<file path="config.mk">
export PLATFORM = sky130hd
export DESIGN_NAME = nr_div_seq_ctrl
export DESIGN_NICKNAME = d
export VERILOG_FILES = /design/src/rtl/nr_div_seq_ctrl.sv
export SDC_FILE = /design/constraint.sdc
export NUM_CORES = 1
export LEC_CHECK = 0
export BUFFER_PORTS_ARGS = -buffer_cell sky130_fd_sc_hd__buf_4
export CAP_MARGIN = 20
export CORE_AREA = 3 3 109 111
export CTS_CLUSTER_SIZE = 25
export DETAILED_ROUTE_END_ITERATION = 16
export DIE_AREA = 0 0 112 114
export PLACE_DENSITY_LB_ADDON = 0.08
export SYNTH_ARGS = -nofsm -noshare
export SYNTH_HDL_FRONTEND = slang
export SYNTH_SLANG_ARGS = --single-unit
</file>
<file path="constraint.sdc">
create_clock -name clk_i -period 9.4 [get_ports clk_i]
set_input_delay 1.88 -clock clk_i [delete_from_list [all_inputs] [get_ports clk_i]]
set_output_delay 1.88 -clock clk_i [all_outputs]
set_load 0.02 [all_outputs]
</file>
<file path="src/rtl/nr_div_seq_ctrl.sv">
// rtl/nr_div_seq_ctrl.sv - sequential non-restoring unsigned divider with valid/ready result handshake
//
// Purpose:
//    Divides an unsigned WIDTH-bit dividend by an unsigned WIDTH-bit divisor
//    using one non-restoring step per clock. The latency is fixed: WIDTH+2
//    edges from the accept edge for a nonzero divisor (the accept edge is
//    counted as the first). For a zero divisor the result is available
//    after the accept edge alone.
//
// Ports:
//    clk_i         clock, rising edge
//    rst_i         asynchronous active-high reset
//    start_i       request a division (taken only while ready_o=1)
//    dividend_i    unsigned dividend, sampled on the accept edge
//    divisor_i     unsigned divisor, sampled on the accept edge
//    ready_o       block is idle and can accept start_i
//    out_valid_o   quo_o/rem_o/div_zero_o hold a result
//    out_ready_i   consumer takes the result
//    quo_o         unsigned quotient (all ones on divide by zero)
//    rem_o         unsigned remainder (dividend on divide by zero)
//    div_zero_o    accepted divisor was zero

module nr_div_seq_ctrl #(
   parameter int WIDTH = 16
) (
   input  logic             clk_i,
   input  logic             rst_i,
   input  logic             start_i,
   input  logic [WIDTH-1:0] dividend_i,
   input  logic [WIDTH-1:0] divisor_i,
   output logic             ready_o,
   output logic             out_valid_o,
   input  logic             out_ready_i,
   output logic [WIDTH-1:0] quo_o,
   output logic [WIDTH-1:0] rem_o,
   output logic             div_zero_o
);

   localparam int CW = $clog2(WIDTH + 1);

   typedef enum logic [1:0] {
      S_IDLE    = 2'd0,
      S_RUN     = 2'd1,
      S_CORRECT = 2'd2,
      S_DONE    = 2'd3
   } state_t;

   state_t           state_q, state_d;
   logic [WIDTH:0]   a_q, a_d;       // partial remainder, two's complement
   logic [WIDTH-1:0] q_q, q_d;       // dividend bits shift out the top, quotient bits shift in the bottom
   logic [WIDTH-1:0] dvs_q, dvs_d;
   logic [CW-1:0]    cnt_q, cnt_d;
   logic [WIDTH-1:0] quo_q, quo_d;
   logic [WIDTH-1:0] rem_q, rem_d;
   logic             dz_q, dz_d;

   logic [WIDTH:0]   dvs_ext;
   logic [WIDTH:0]   a_shift;
   logic [WIDTH:0]   a_step;
   logic [WIDTH:0]   a_fix;
   logic             last_step;

   // The shifted value may wrap in WIDTH+1 bits, but the add/subtract
   // result always lies in [-divisor, divisor), so modular arithmetic
   // lands on the correct value.
   assign dvs_ext   = {1'b0, dvs_q};
   assign a_shift   = {a_q[WIDTH-1:0], q_q[WIDTH-1]};
   assign a_step    = a_q[WIDTH] ? (a_shift + dvs_ext) : (a_shift - dvs_ext);
   assign a_fix     = a_q + dvs_ext;
   assign last_step = (cnt_q == CW'(WIDTH - 1));

   always_ff @(posedge clk_i or posedge rst_i) begin
      if (rst_i) begin
         state_q <= S_IDLE;
         a_q     <= '0;
         q_q     <= '0;
         dvs_q   <= '0;
         cnt_q   <= '0;
         quo_q   <= '0;
         rem_q   <= '0;
         dz_q    <= 1'b0;
      end else begin
         state_q <= state_d;
         a_q     <= a_d;
         q_q     <= q_d;
         dvs_q   <= dvs_d;
         cnt_q   <= cnt_d;
         quo_q   <= quo_d;
         rem_q   <= rem_d;
         dz_q    <= dz_d;
      end
   end

   always_comb begin
      state_d = state_q;
      a_d     = a_q;
      q_d     = q_q;
      dvs_d   = dvs_q;
      cnt_d   = cnt_q;
      quo_d   = quo_q;
      rem_d   = rem_q;
      dz_d    = dz_q;

      case (state_q)
         S_IDLE: begin
            if (start_i) begin
               a_d   = '0;
               q_d   = dividend_i;
               dvs_d = divisor_i;
               cnt_d = '0;
               if (divisor_i == '0) begin
                  // Divide by zero skips the iteration entirely.
                  quo_d   = '1;
                  rem_d   = dividend_i;
                  dz_d    = 1'b1;
                  state_d = S_DONE;
               end else begin
                  state_d = S_RUN;
               end
            end
         end

         S_RUN: begin
            a_d   = a_step;
            q_d   = {q_q[WIDTH-2:0], ~a_step[WIDTH]};
            cnt_d = cnt_q + CW'(1);
            if (last_step) begin
               state_d = S_CORRECT;
            end
         end

         S_CORRECT: begin
            // A negative final remainder is restored by one add-back.
            if (a_q[WIDTH]) begin
               a_d   = a_fix;
               rem_d = a_fix[WIDTH-1:0];
            end else begin
               rem_d = a_q[WIDTH-1:0];
            end
            quo_d   = q_q;
            dz_d    = 1'b0;
            state_d = S_DONE;
         end

         S_DONE: begin
            if (out_ready_i) begin
               state_d = S_IDLE;
            end
         end

         default: begin
            state_d = S_IDLE;
         end
      endcase
   end

   assign ready_o     = (state_q == S_IDLE);
   assign out_valid_o = (state_q == S_DONE);
   assign quo_o       = quo_q;
   assign rem_o       = rem_q;
   assign div_zero_o  = dz_q;

endmodule

</file>
==> results.sh <==
export IMPL_synthCells=674
export IMPL_routedWlPerCell_um=18.2
export IMPL_fin_crit_ns=3.75
export IMPL_fmax_ghz=0.266
export IMPL_hold_buffers=0
export IMPL_core_area_sq_um=10900
export IMPL_synth_xor_area_share_pct=5.82
export IMPL_syn_mean_instance_area_sq_um=8.90
export IMPL_yosysMostFrequentCell="nand2_1"
export IMPL_num_io_pins=71
export IMPL_drive_gt1_share_pct=17.8
export IMPL_timing_final_crit_share_pct=39.9
export IMPL_yosys_most_used_dff="dfrtp_1"
export IMPL_r2r_cells=13
export IMPL_synth_top_area_share_pct=37.1
export IMPL_ir_drop_v=0.000189
export IMPL_ctsResizeCount=0
export IMPL_initial_core_util_pct=55.1
export IMPL_yosys_area_top_type="dfrtp_1"
export IMPL_yosysSeqAreaShare_pct=37.1
export IMPL_n_antenna_cell=0
export IMPL_port_buffers=70
export IMPL_finalSetupTns_ns=0
export IMPL_setup_viol=0
export IMPL_dpl_hpwl_mm=12.0
export IMPL_drc_errors=0
export IMPL_numCtsBuffers=9
export IMPL_reg2reg_to="q_q[0]$_DFFE_PP0P_"
export IMPL_grt_pass1_vias=5139
export IMPL_gp_congestion=0.947
export IMPL_insertion_delay_ns=0.37
export IMPL_critPathMaxFanout=7
export IMPL_clk_pin_slew_ns=0.11
export IMPL_ctsHtreeMaxLevel=3
export IMPL_synth_edf_count=0
export IMPL_synth_seq_cells=89
export IMPL_overflow=0
export IMPL_die_area_sq_um=12800
export IMPL_worst_slew_pin_slew_ns=0.985
export IMPL_yosys_area_share_simple_pct=15.6
export IMPL_drt_total_wl_mm=16.0
export IMPL_synth_top_family_by_area="compound AO/OA/AOI/OAI gates"
export IMPL_path_class="reg2reg"
export IMPL_clock_sinks=89
export IMPL_min_to="quo_o[10]$_DFFE_PP0P_"
export IMPL_die_h_um=114
export IMPL_grt_use_total_pct=25.4
export IMPL_area_growth_syn_to_layout_pct=14.0
export IMPL_cts_setup_buffers=0
export IMPL_dr_pass1_iters=5
export IMPL_max_clock_path_buffers=2
export IMPL_synth_area_sq_um=6000
export IMPL_power_leakage_nw=3.17
export IMPL_synth_compound_area_share_pct=21.7
export IMPL_layout_nets=808
export IMPL_rsz0062_at_grt="false"
export IMPL_slew_headroom_pct=34.0
export IMPL_cts_tree="yes"
export IMPL_viasPerCell=6.06
export IMPL_p_per_area_nw_per_um2=390
export IMPL_cp_arrival_ns=4.01
export IMPL_synth_commonest_cells="nand2_1, dfrtp_1, nor2_1"
export IMPL_dp_cells=860
export IMPL_antenna_found_initial=0
export IMPL_grt_pass1_wl_mm=26.2
export IMPL_hold_viol_final=0
export IMPL_slew_violations=0
export IMPL_root_buffer="clkbuf_8"
export IMPL_r2r_start="dvs_q[1]$_DFFE_PP0P_"
export IMPL_n_fill_cell=961
export IMPL_status="finished clean"
export IMPL_maxCapViolations=0
export IMPL_drt_iter0_markers=520
export IMPL_synthMuxAreaShare_pct=7.76
export IMPL_synth_fa_ha_area_share_pct=8.80
export IMPL_final_cells=876
export IMPL_setup_worst_path_end_class="flip-flop"
export IMPL_syn_nets=751
export IMPL_die_x_um=112
export IMPL_min_from="quo_o[10]$_DFFE_PP0P_"
export IMPL_skew_ns=0.0149
export IMPL_rrSetupSlack_ns=5.65
export IMPL_synth_cell_type_count=63
export IMPL_synthArstFlopShare_pct=100
export IMPL_hold_depth=2
export IMPL_grt_max_degree=62
export IMPL_rows=38
export IMPL_vias=5312
export IMPL_worstPathRequired_ns=9.66
export IMPL_min_delay_path_class="reg2reg"
export IMPL_ys_warn_count=0
export IMPL_ant_nets=0
export IMPL_crit_path_start_kind="flip-flop"
export IMPL_synth_area_leaders="dfrtp_1, ha_1, nand2_1"
## worst max-delay path: stages (launching register included)
cell and delay, ns:
dfrtp_1 0.50, inv_1 0.09, ha_1 0.19, or4b_4 0.52, nor4_1 0.47, a21oi_1 0.16, xor2_1 0.16, ha_1 0.35
and3_1 0.23, and3_1 0.16, o21a_1 0.14, o21ai_2 0.25, mux2i_1 0.34, nand2_1 0.08
## flip-flops by register name, indices dropped and copies added, names as in the netlist
| name | flops |
|---|---|
| cnt_q | 5 |
| a_q | 17 |
| state_q | 2 |
| dvs_q | 16 |
| rem_o | 16 |
| q_q | 16 |
| quo_o | 16 |
| div_zero_o | 1 |
## layout by cell type (no fill, tap or decap), drive strengths merged, types with 10 or more instances in the layout
cell type / synthesis / final
nand2: 93 / 93
dfrtp: 89 / 89
o21ai: 82 / 82
buf: 8 / 75
nor2: 53 / 53
a21oi: 40 / 40
ha: 39 / 39
mux2i: 24 / 24
xor2: 22 / 22
inv: 20 / 21
mux2: 20 / 20
xnor2: 17 / 17
a21o: 11 / 11
nor3: 11 / 11
a31oi: 10 / 10
## cell families (layout without fill, tap and decap cells)
group	Yosys count	count (layout)
buffers and inverters	50	112
multiplexers	44	44
adder cells (fa/ha/maj)	41	41
XOR/XNOR	39	39
flip-flops	89	89
AO/OA/AOI/OAI	205	205
AND/OR/NAND/NOR	206	206
## stage by stage
step	instance area, sq um	setup WS [ns]	utilization, %	hold slack [ns]	total power, mW
floorplan	6000	5.21	-	0.449	1.91
global placement	6640	5.43	61.0	0.463	2.31
detailed placement	6640	5.34	61.0	0.476	2.37
CTS	6840	5.65	62.8	0.497	2.64
global route	6840	5.39	62.8	0.518	2.88
finish	6840	5.65	62.8	0.494	2.67
## worst max path at each step
stage,start,endpoint,slack (ns),cells after the start
2_1_floorplan,rst_i,a_q[0]$_DFFE_PP0P_,5.21,1
3_3_place_gp,divisor_i[9],rem_o[13]$_DFFE_PP0P_,5.43,8
3_5_place_dp,divisor_i[9],rem_o[13]$_DFFE_PP0P_,5.34,8
4_1_cts,dvs_q[1]$_DFFE_PP0P_,q_q[0]$_DFFE_PP0P_,5.65,13
5_1_grt,dvs_q[1]$_DFFE_PP0P_,a_q[16]$_DFFE_PP0P_,5.39,13
6_report,dvs_q[1]$_DFFE_PP0P_,q_q[0]$_DFFE_PP0P_,5.65,13
## final cells by class
type,count,area (sq um),share of cell area [%]
Clock buffer,9,124,1.81
Clock inverter,7,78.8,1.15
Tap cell,140,175,2.56
Sequential cell,89,2230,32.6
Inverter,21,80.1,1.17
Timing Repair Buffer,75,563,8.23
Multi-Input combinational cell,535,3590,52.5
## power breakdown
| group | internal (mW) | switching (mW) |
|---|---|---|
| clock network | 0.126 | 0.152 |
| logic | 0.674 | 0.983 |
| registers | 0.554 | 0.181 |
## routing by layer
layer	vias to the layer above	track usage, %	wire length [um]	share of wire, %
met4	0	7.05	380	2.4
li1	2537	-	-	-
met1	2501	34.7	7170	45
met3	36	4.14	1070	6.7
met2	238	42.4	7360	46
met5	-	0	0	0
No activity file was read; power rests on OpenSTA's default activity.
